[src/rtl/lsu_mem_port.sv]
// ============================================================================
// Module  : lsu_mem_port
// Brief   : Single-beat load/store unit that turns a decoded RISC-V load or
//           store into one valid/ready memory access.
// Rev     : 1.0  initial release
// ============================================================================
`default_nettype none

module lsu_mem_port #(
    parameter int unsigned TIMEOUT = 255,
    parameter int unsigned CNT_W   = 8
) (
    input  logic        clk,
    input  logic        rst_n,
    input  logic        start,
    input  logic        is_load,
    input  logic        is_store,
    input  logic [2:0]  funct3,
    input  logic [31:0] addr,
    input  logic [31:0] store_data,
    output logic        busy,
    output logic        done,
    output logic        err,
    output logic [31:0] load_data,
    output logic        mem_valid,
    input  logic        mem_ready,
    output logic        mem_we,
    output logic [31:0] mem_addr,
    output logic [31:0] mem_wdata,
    output logic [3:0]  mem_wmask,
    input  logic [31:0] mem_rdata
);

    typedef enum logic [1:0] {
        S_IDLE = 2'd0,
        S_REQ  = 2'd1,
        S_FIN  = 2'd2
    } state_t;

    // Counter value on the last cycle mem_valid may stay high without ready.
    localparam logic [CNT_W-1:0] c_TO_LAST = (TIMEOUT == 0) ? '0 : CNT_W'(TIMEOUT - 1);
    localparam logic             c_TO_EN   = (TIMEOUT != 0);

    state_t             r_state;
    state_t             w_state_nxt;
    logic [31:0]        r_addr;
    logic [2:0]         r_funct3;
    logic               r_is_load;
    logic [31:0]        r_wdata;
    logic [3:0]         r_wmask;
    logic               r_err;
    logic [CNT_W-1:0]   r_cnt;
    logic [31:0]        r_load_data;

    logic               w_accept;
    logic               w_illegal;
    logic               w_hs;
    logic               w_timeout;
    logic [31:0]        w_wdata;
    logic [3:0]         w_wmask;
    logic [7:0]         w_byte;
    logic [15:0]        w_half;
    logic               w_sext;
    logic [31:0]        w_load_ext;

    assign w_accept = (r_state == S_IDLE) && start && (is_load ^ is_store);

    assign w_illegal = (is_load && is_store)
                    || (funct3[1:0] == 2'b11)
                    || (is_store && funct3[2])
                    || ((funct3[1:0] == 2'b01) && addr[0])
                    || ((funct3[1:0] == 2'b10) && (addr[1:0] != 2'b00));

    assign w_hs      = (r_state == S_REQ) && mem_ready;
    assign w_timeout = c_TO_EN && (r_state == S_REQ) && !mem_ready && (r_cnt == c_TO_LAST);

    // Store lanes are formed at accept time so the request is stable in REQ.
    always_comb begin
        w_wdata = store_data;
        w_wmask = 4'b0000;
        if (is_store) begin
            case (funct3[1:0])
                2'b00: begin
                    w_wdata = {4{store_data[7:0]}};
                    w_wmask = 4'b0001 << addr[1:0];
                end
                2'b01: begin
                    w_wdata = {2{store_data[15:0]}};
                    w_wmask = addr[1] ? 4'b1100 : 4'b0011;
                end
                default: begin
                    w_wdata = store_data;
                    w_wmask = 4'b1111;
                end
            endcase
        end
    end

    assign w_byte = mem_rdata[{r_addr[1:0], 3'b000} +: 8];
    assign w_half = mem_rdata[{r_addr[1], 4'b0000} +: 16];
    assign w_sext = ~r_funct3[2];

    always_comb begin
        w_load_ext = mem_rdata;
        case (r_funct3[1:0])
            2'b00:   w_load_ext = {{24{w_sext & w_byte[7]}}, w_byte};
            2'b01:   w_load_ext = {{16{w_sext & w_half[15]}}, w_half};
            default: w_load_ext = mem_rdata;
        endcase
    end

    always_ff @(posedge clk or negedge rst_n) begin
        if (!rst_n) begin
            r_state <= S_IDLE;
        end else begin
            r_state <= w_state_nxt;
        end
    end

    always_comb begin
        w_state_nxt = r_state;
        case (r_state)
            S_IDLE: begin
                if (w_accept) begin
                    w_state_nxt = w_illegal ? S_FIN : S_REQ;
                end
            end
            S_REQ: begin
                if (mem_ready || w_timeout) begin
                    w_state_nxt = S_FIN;
                end
            end
            S_FIN:   w_state_nxt = S_IDLE;
            default: w_state_nxt = S_IDLE;
        endcase
    end

    always_ff @(posedge clk or negedge rst_n) begin
        if (!rst_n) begin
            r_addr      <= '0;
            r_funct3    <= '0;
            r_is_load   <= 1'b0;
            r_wdata     <= '0;
            r_wmask     <= '0;
            r_err       <= 1'b0;
            r_cnt       <= '0;
            r_load_data <= '0;
        end else begin
            if (w_accept) begin
                r_addr    <= addr;
                r_funct3  <= funct3;
                r_is_load <= is_load;
                r_wdata   <= w_wdata;
                r_wmask   <= w_wmask;
                r_err     <= w_illegal;
                r_cnt     <= '0;
            end else if ((r_state == S_REQ) && !mem_ready) begin
                r_cnt <= r_cnt + 1'b1;
                if (w_timeout) begin
                    r_err <= 1'b1;
                end
            end
            if (w_hs && r_is_load) begin
                r_load_data <= w_load_ext;
            end
        end
    end

    assign busy      = (r_state == S_REQ);
    assign mem_valid = (r_state == S_REQ);
    assign done      = (r_state == S_FIN);
    assign err       = (r_state == S_FIN) && r_err;
    assign mem_we    = (r_state == S_REQ) && !r_is_load;
    assign mem_addr  = {r_addr[31:2], 2'b00};
    assign mem_wdata = r_wdata;
    assign mem_wmask = r_wmask;
    assign load_data = r_load_data;

endmodule

`default_nettype wire
[config.mk]
export PLATFORM = sky130hd
export DESIGN_NAME = lsu_mem_port
export DESIGN_NICKNAME = d
export VERILOG_FILES = /design/src/rtl/lsu_mem_port.sv
export SDC_FILE = /design/constraint.sdc
export NUM_CORES = 1
export LEC_CHECK = 0
export CAP_MARGIN = 20
export CORE_AREA = 2 2 83 164
export DETAILED_ROUTE_END_ITERATION = 8
export DIE_AREA = 0 0 85 166
export PLACE_DENSITY = 0.76
export SYNTH_ARGS = -nofsm -noshare
export SYNTH_HDL_FRONTEND = slang
export SYNTH_SLANG_ARGS = --single-unit
[constraint.sdc]
create_clock -name clk -period 1.9 [get_ports clk]
set_clock_uncertainty 0.1 [all_clocks]
set_input_delay 0.19 -clock clk [delete_from_list [all_inputs] [get_ports clk]]
set_output_delay 0.19 -clock clk [all_outputs]
set_load 0.05 [all_outputs]
### Word-level counts from Yosys, hierarchy flattened

Cells that the tools add are included.
W data, S select, Z words.

* output and inout bits: 105
* bits in registers: 115
* logic and storage cells: 68

* add/subtract/negate cells: 1
* shift operators: 3
* eq/ne operators: 9
* reduce and logical (&&, ||, !) cells: 27
* bitwise logic cells: 4
* muxes and demuxes: 15

Operators by type and width (count)
* $pmux W32 S2: 2
* $mux W32: 1
* $shiftx A32 B6 Y16: 1
* $shiftx A32 B6 Y8: 1
* $mux W8: 2
* $logic_and A1 B1 Y1: 12
* $add A8 B1 Y8 const B: 1
* $eq A8 B8 Y1 const B: 1
* $mux W4: 2
* $pmux W4 S2: 1
* $eq A2 B1 Y1 const B: 3
* $eq A2 B2 Y1 const B: 3
* $logic_not A2 Y1: 3
* $mux W2: 3
* $reduce_bool A2 Y1: 3
* $logic_or A1 B1 Y1: 5
* $pmux W2 S2: 1
* $reduce_and A2 Y1: 2
* $shl A1 B2 Y4 const A: 1
* $mux W1: 3
* $and A1 B1 Y1: 2
* $logic_not A1 Y1: 2
* $ne A2 B1 Y1 const B: 1
* $ne A2 B2 Y1 const B: 1
* 2 further kinds: 2

### Logic depth before layout (Yosys ltp)

* depth in word-level cells: 8
* mapped depth: 8
* gate-level depth less buffers: 5

### Worst setup path before layout

OpenSTA, ideal clock, no wires.

* path kind: reg2out
* from: register r_state[1]
* to: output port mem_we
* stages on the path, launching flop included: 4
* arrival: 2.087 ns
* path buffers: 1
* path slack: -0.477 ns
* cells stage by stage: dfrtp_1 buf_2 nor2b_1 nor2b_1

* longest elaborated chain between the ends: 2

Ends and longest elaborated chain
* start: declaration: line 44 `state_t r_state;`
* start signal: assignment: line 116 `r_state <= w_state_nxt;`
* $eq A2 B1 Y1
* named net busy: line 21 `output logic busy,`
* $logic_and A1 B1 Y1: line 173 `assign mem_we = (r_state == S_REQ) && !r_is_load;`
* end: declaration: line 27 `output logic mem_we,`

The timed path passes the listed nets, and every way through them passes these cells.

### Worst setup path after layout

* from: register r_addr[29]
* to: output port mem_addr[29]

RTL lines
* start: declaration: line 46 `logic [31:0] r_addr;`
* start signal: assignment: line 150 `r_addr <= addr;`
* end: declaration: line 28 `output logic [31:0] mem_addr,`

No word-level cell between the ends.

==> flow_summary.ini <==
[run_status]
outcome = finished, final reports clean

[sta]
timing_hold_violations_final = 0
final.setup.tns_ns = 0
max_freq_mhz = 537
hold_ws_ns = 0.199
slew_viol_final = 0
slew_headroom = 0.628
period_share = 0.980
rsz0062_at_grt = false
worst_pin_slew_ns = 0.557
period_needed_ns = 1.86
finalSetupViolCount = 0

[drt]
drtIter0Drc = 316
drc = 0
num_vias = 5304
viasPerCell = 5.41
finalWirelength_um = 17600
wl_per_cell_um = 18.0
ant_nets = 0
first_pass_iters = 5

[place]
portBuffers = 207
hpwlAfterDp_um = 13400
gp_congestion = 0.906
dp_cells = 949

[worst_setup_path]
critPathCaptureType = output pin
start_kind = flop
crit_buf_inv = 1
critPathKind = flop to output pin
critical_path_required_ns = 1.61
critPathSlowestCell = clkdlybuf4s50_1
worstPathCellList = clkdlybuf4s50_1
max_stage_delay_ns = 0.81
cp.arrival_ns = 1.57
crit_family = buffers and inverters
crit_path_max_fanout = 2

[logic_synthesis]
yosys.cell_types.count = 45
syn_avg_cell_area_sq_um = 9.08
synth_flop_cell = dfrtp_1
synthCells = 626
synth-edff-count = 0
yosys_warnings = 0
yosys_register_bits = 115
synth_top_area_frac = 0.506
synth_area_leaders = dfrtp_1 51%, nand2_1 13%, mux2i_1 5.8%
synthArstFlopShare = 1.00
yosys.area.top_type = dfrtp_1
synthesis.area_sq_mm = 0.00569
synth_seq_area_share = 0.506

[global_routing]
gr-total-overflow = 0
grt_pass1_wl_um = 28000
grt_max_degree = 57
use_met3 = 0.0656
busiest_layer = met2
grtUsageMet1 = 0.268
grt_use_met2 = 0.451
first_global_vias = 5407
grt_usage = 0.255
antenna_found_initial = 0

[layout]
fin_nets = 925
drive_gt1_frac = 0.139
utilization = 0.668
fin_cells = 980
synthToLayoutAreaGrowth_pct = 51.7
diodes = 0

[clocking]
cts_tree = yes
numClockSinks = 115
clockRootBuffer = clkbuf_16
numCtsBuffers = 17
clk_pin_slew_ns = 0.06
htreeDepth = 4
cts_setup_buffers = 0
worstSkewPairLatency_ns = 0.40
clockBufferDepth = 2

[power]
power_density_mw_per_mm2 = 1490
vdd_ir_drop_max_uv = 1060
p_leak_nw = 4.67
power.total_w = 0.0129

[die]
core_area_sq_mm = 0.0129
start_util = 0.440
die_h_um = 166
die-width_um = 85
design.die.area_sq_mm = 0.0141
rows = 59
io_pins = 210

[worst_hold_path]
hold_path_class = input port to asynchronous set/reset pin

[flow_run]
maxCapViolCount = 0
==> cell families after synthesis <==
family / after synthesis / synth area share
AO/OA/AOI/OAI: 86 / 0.0889
XOR/XNOR: 4 / 0.00616
adder cells (fa/ha/maj): 3 / 0.00660
buffers and inverters: 76 / 0.0777
flip-flops: 115 / 0.506
multiplexers: 41 / 0.0759
other: 1 / 0.000659
AND/OR/NAND/NOR: 300 / 0.238
==> layout by cell type (no fill, tap or decap), types with 17 or more instances in the layout <==
master           synthesis  final
nand2_1                196    196
clkdlybuf4s50_1          0    133
dfrtp_1                115    113
dlymetal6s2s_1           0     48
buf_4                   34     43
nand3_1                 34     34
mux2i_1                 33     33
a21oi_1                 28     28
nor2_1                  26     26
o21ai_0                 21     21
clkbuf_16                0     17
==> layout make-up <==
class,count,area (sq um)
fill,1013,4290
sequential,115,2880
timing repair buffer,243,2530
multi-input combinational,436,2390
clock buffer,20,457
tap,152,190
clock inverter,10,158
inverter,4,15.0
==> worst paths after layout <==
| kind | slack, ns | cells after the start | endpoint | start |
|---|---|---|---|---|
| min | 0.20 | 2 | load_data[8] | rst_n |
| min reg2reg | 0.37 | 2 | r_addr[20] | r_addr[20] |
| max in group asynchronous | 0.87 | 3 | load_data[1] | rst_n |
| max reg2reg | 0.18 | 5 | load_data[0] | r_addr[0] |
| min in group clk | 0.21 | 3 | r_addr[23] | addr[23] |
| max | 0.04 | 1 | mem_addr[29] | r_addr[29] |
==> report_power, final <==
| part | switching (W) | internal, W | total (W) | leakage, nW |
|---|---|---|---|---|
| logic | 0.00396 | 0.00196 | 0.00592 | 2.91 |
| clock network | 0.00109 | 0.00224 | 0.00333 | 0.294 |
| registers | 0.000434 | 0.00321 | 0.00365 | 1.46 |
| total | 0.00549 | 0.00741 | 0.0129 | 4.67 |
==> what timing repair did <==
action	4_1_cts	5_1_grt
hold buffers	1	0
setup endpoints to repair	9	50
hold endpoints to repair	31	0
resized for setup	9	50
==> worst register-to-register path: stages (launching register included) <==
cell and delay [ns]:
dfrtp_1 0.43, nand2b_1 0.34, buf_4 0.26, mux2i_1 0.25, o22a_1 0.16, a21oi_1 0.06
==> cells in the mapped netlist, types with 4 or more instances <==
master / instances
a22oi_1: 7
o21ai_1: 14
nand2b_1: 4
xor2_1: 4
nand3_2: 10
nand3_1: 34
o22a_1: 7
clkbuf_1: 25
nand2_1: 196
mux2_2: 7
dfrtp_1: 115
o21ai_0: 21
nor2_1: 26
buf_2: 11
nand4_1: 10
mux2i_1: 33
a21oi_1: 28
nor2b_1: 4
inv_1: 4
buf_4: 34
==> metal layers <==
layer	wire length [um]	vias up	share of wire
met5	0	-	0
met4	969	0	0.055
met3	1180	60	0.067
met2	9500	281	0.54
met1	5980	2524	0.34
li1	-	2439	-
==> state kept, by name (all words and copies together) (netlist names) <==
name / flops
load_data: 32
mem_wdata: 32
mem_wmask: 4
r_addr: 32
r_cnt: 8
r_err: 1
r_funct3: 3
r_is_load: 1
r_state: 2
==> metrics by stage <==
| step | setup slack (ns) | area, sq um |
|---|---|---|
| global route | 0.00311 | 8630 |
| CTS | 0.0000815 | 8510 |
| finish | 0.0375 | 8630 |
| floorplan | 0.103 | 5700 |
| global placement | -0.209 | 7890 |
| detailed placement | -0.262 | 7890 |
Note: power is estimated with default switching activity, not from simulation.
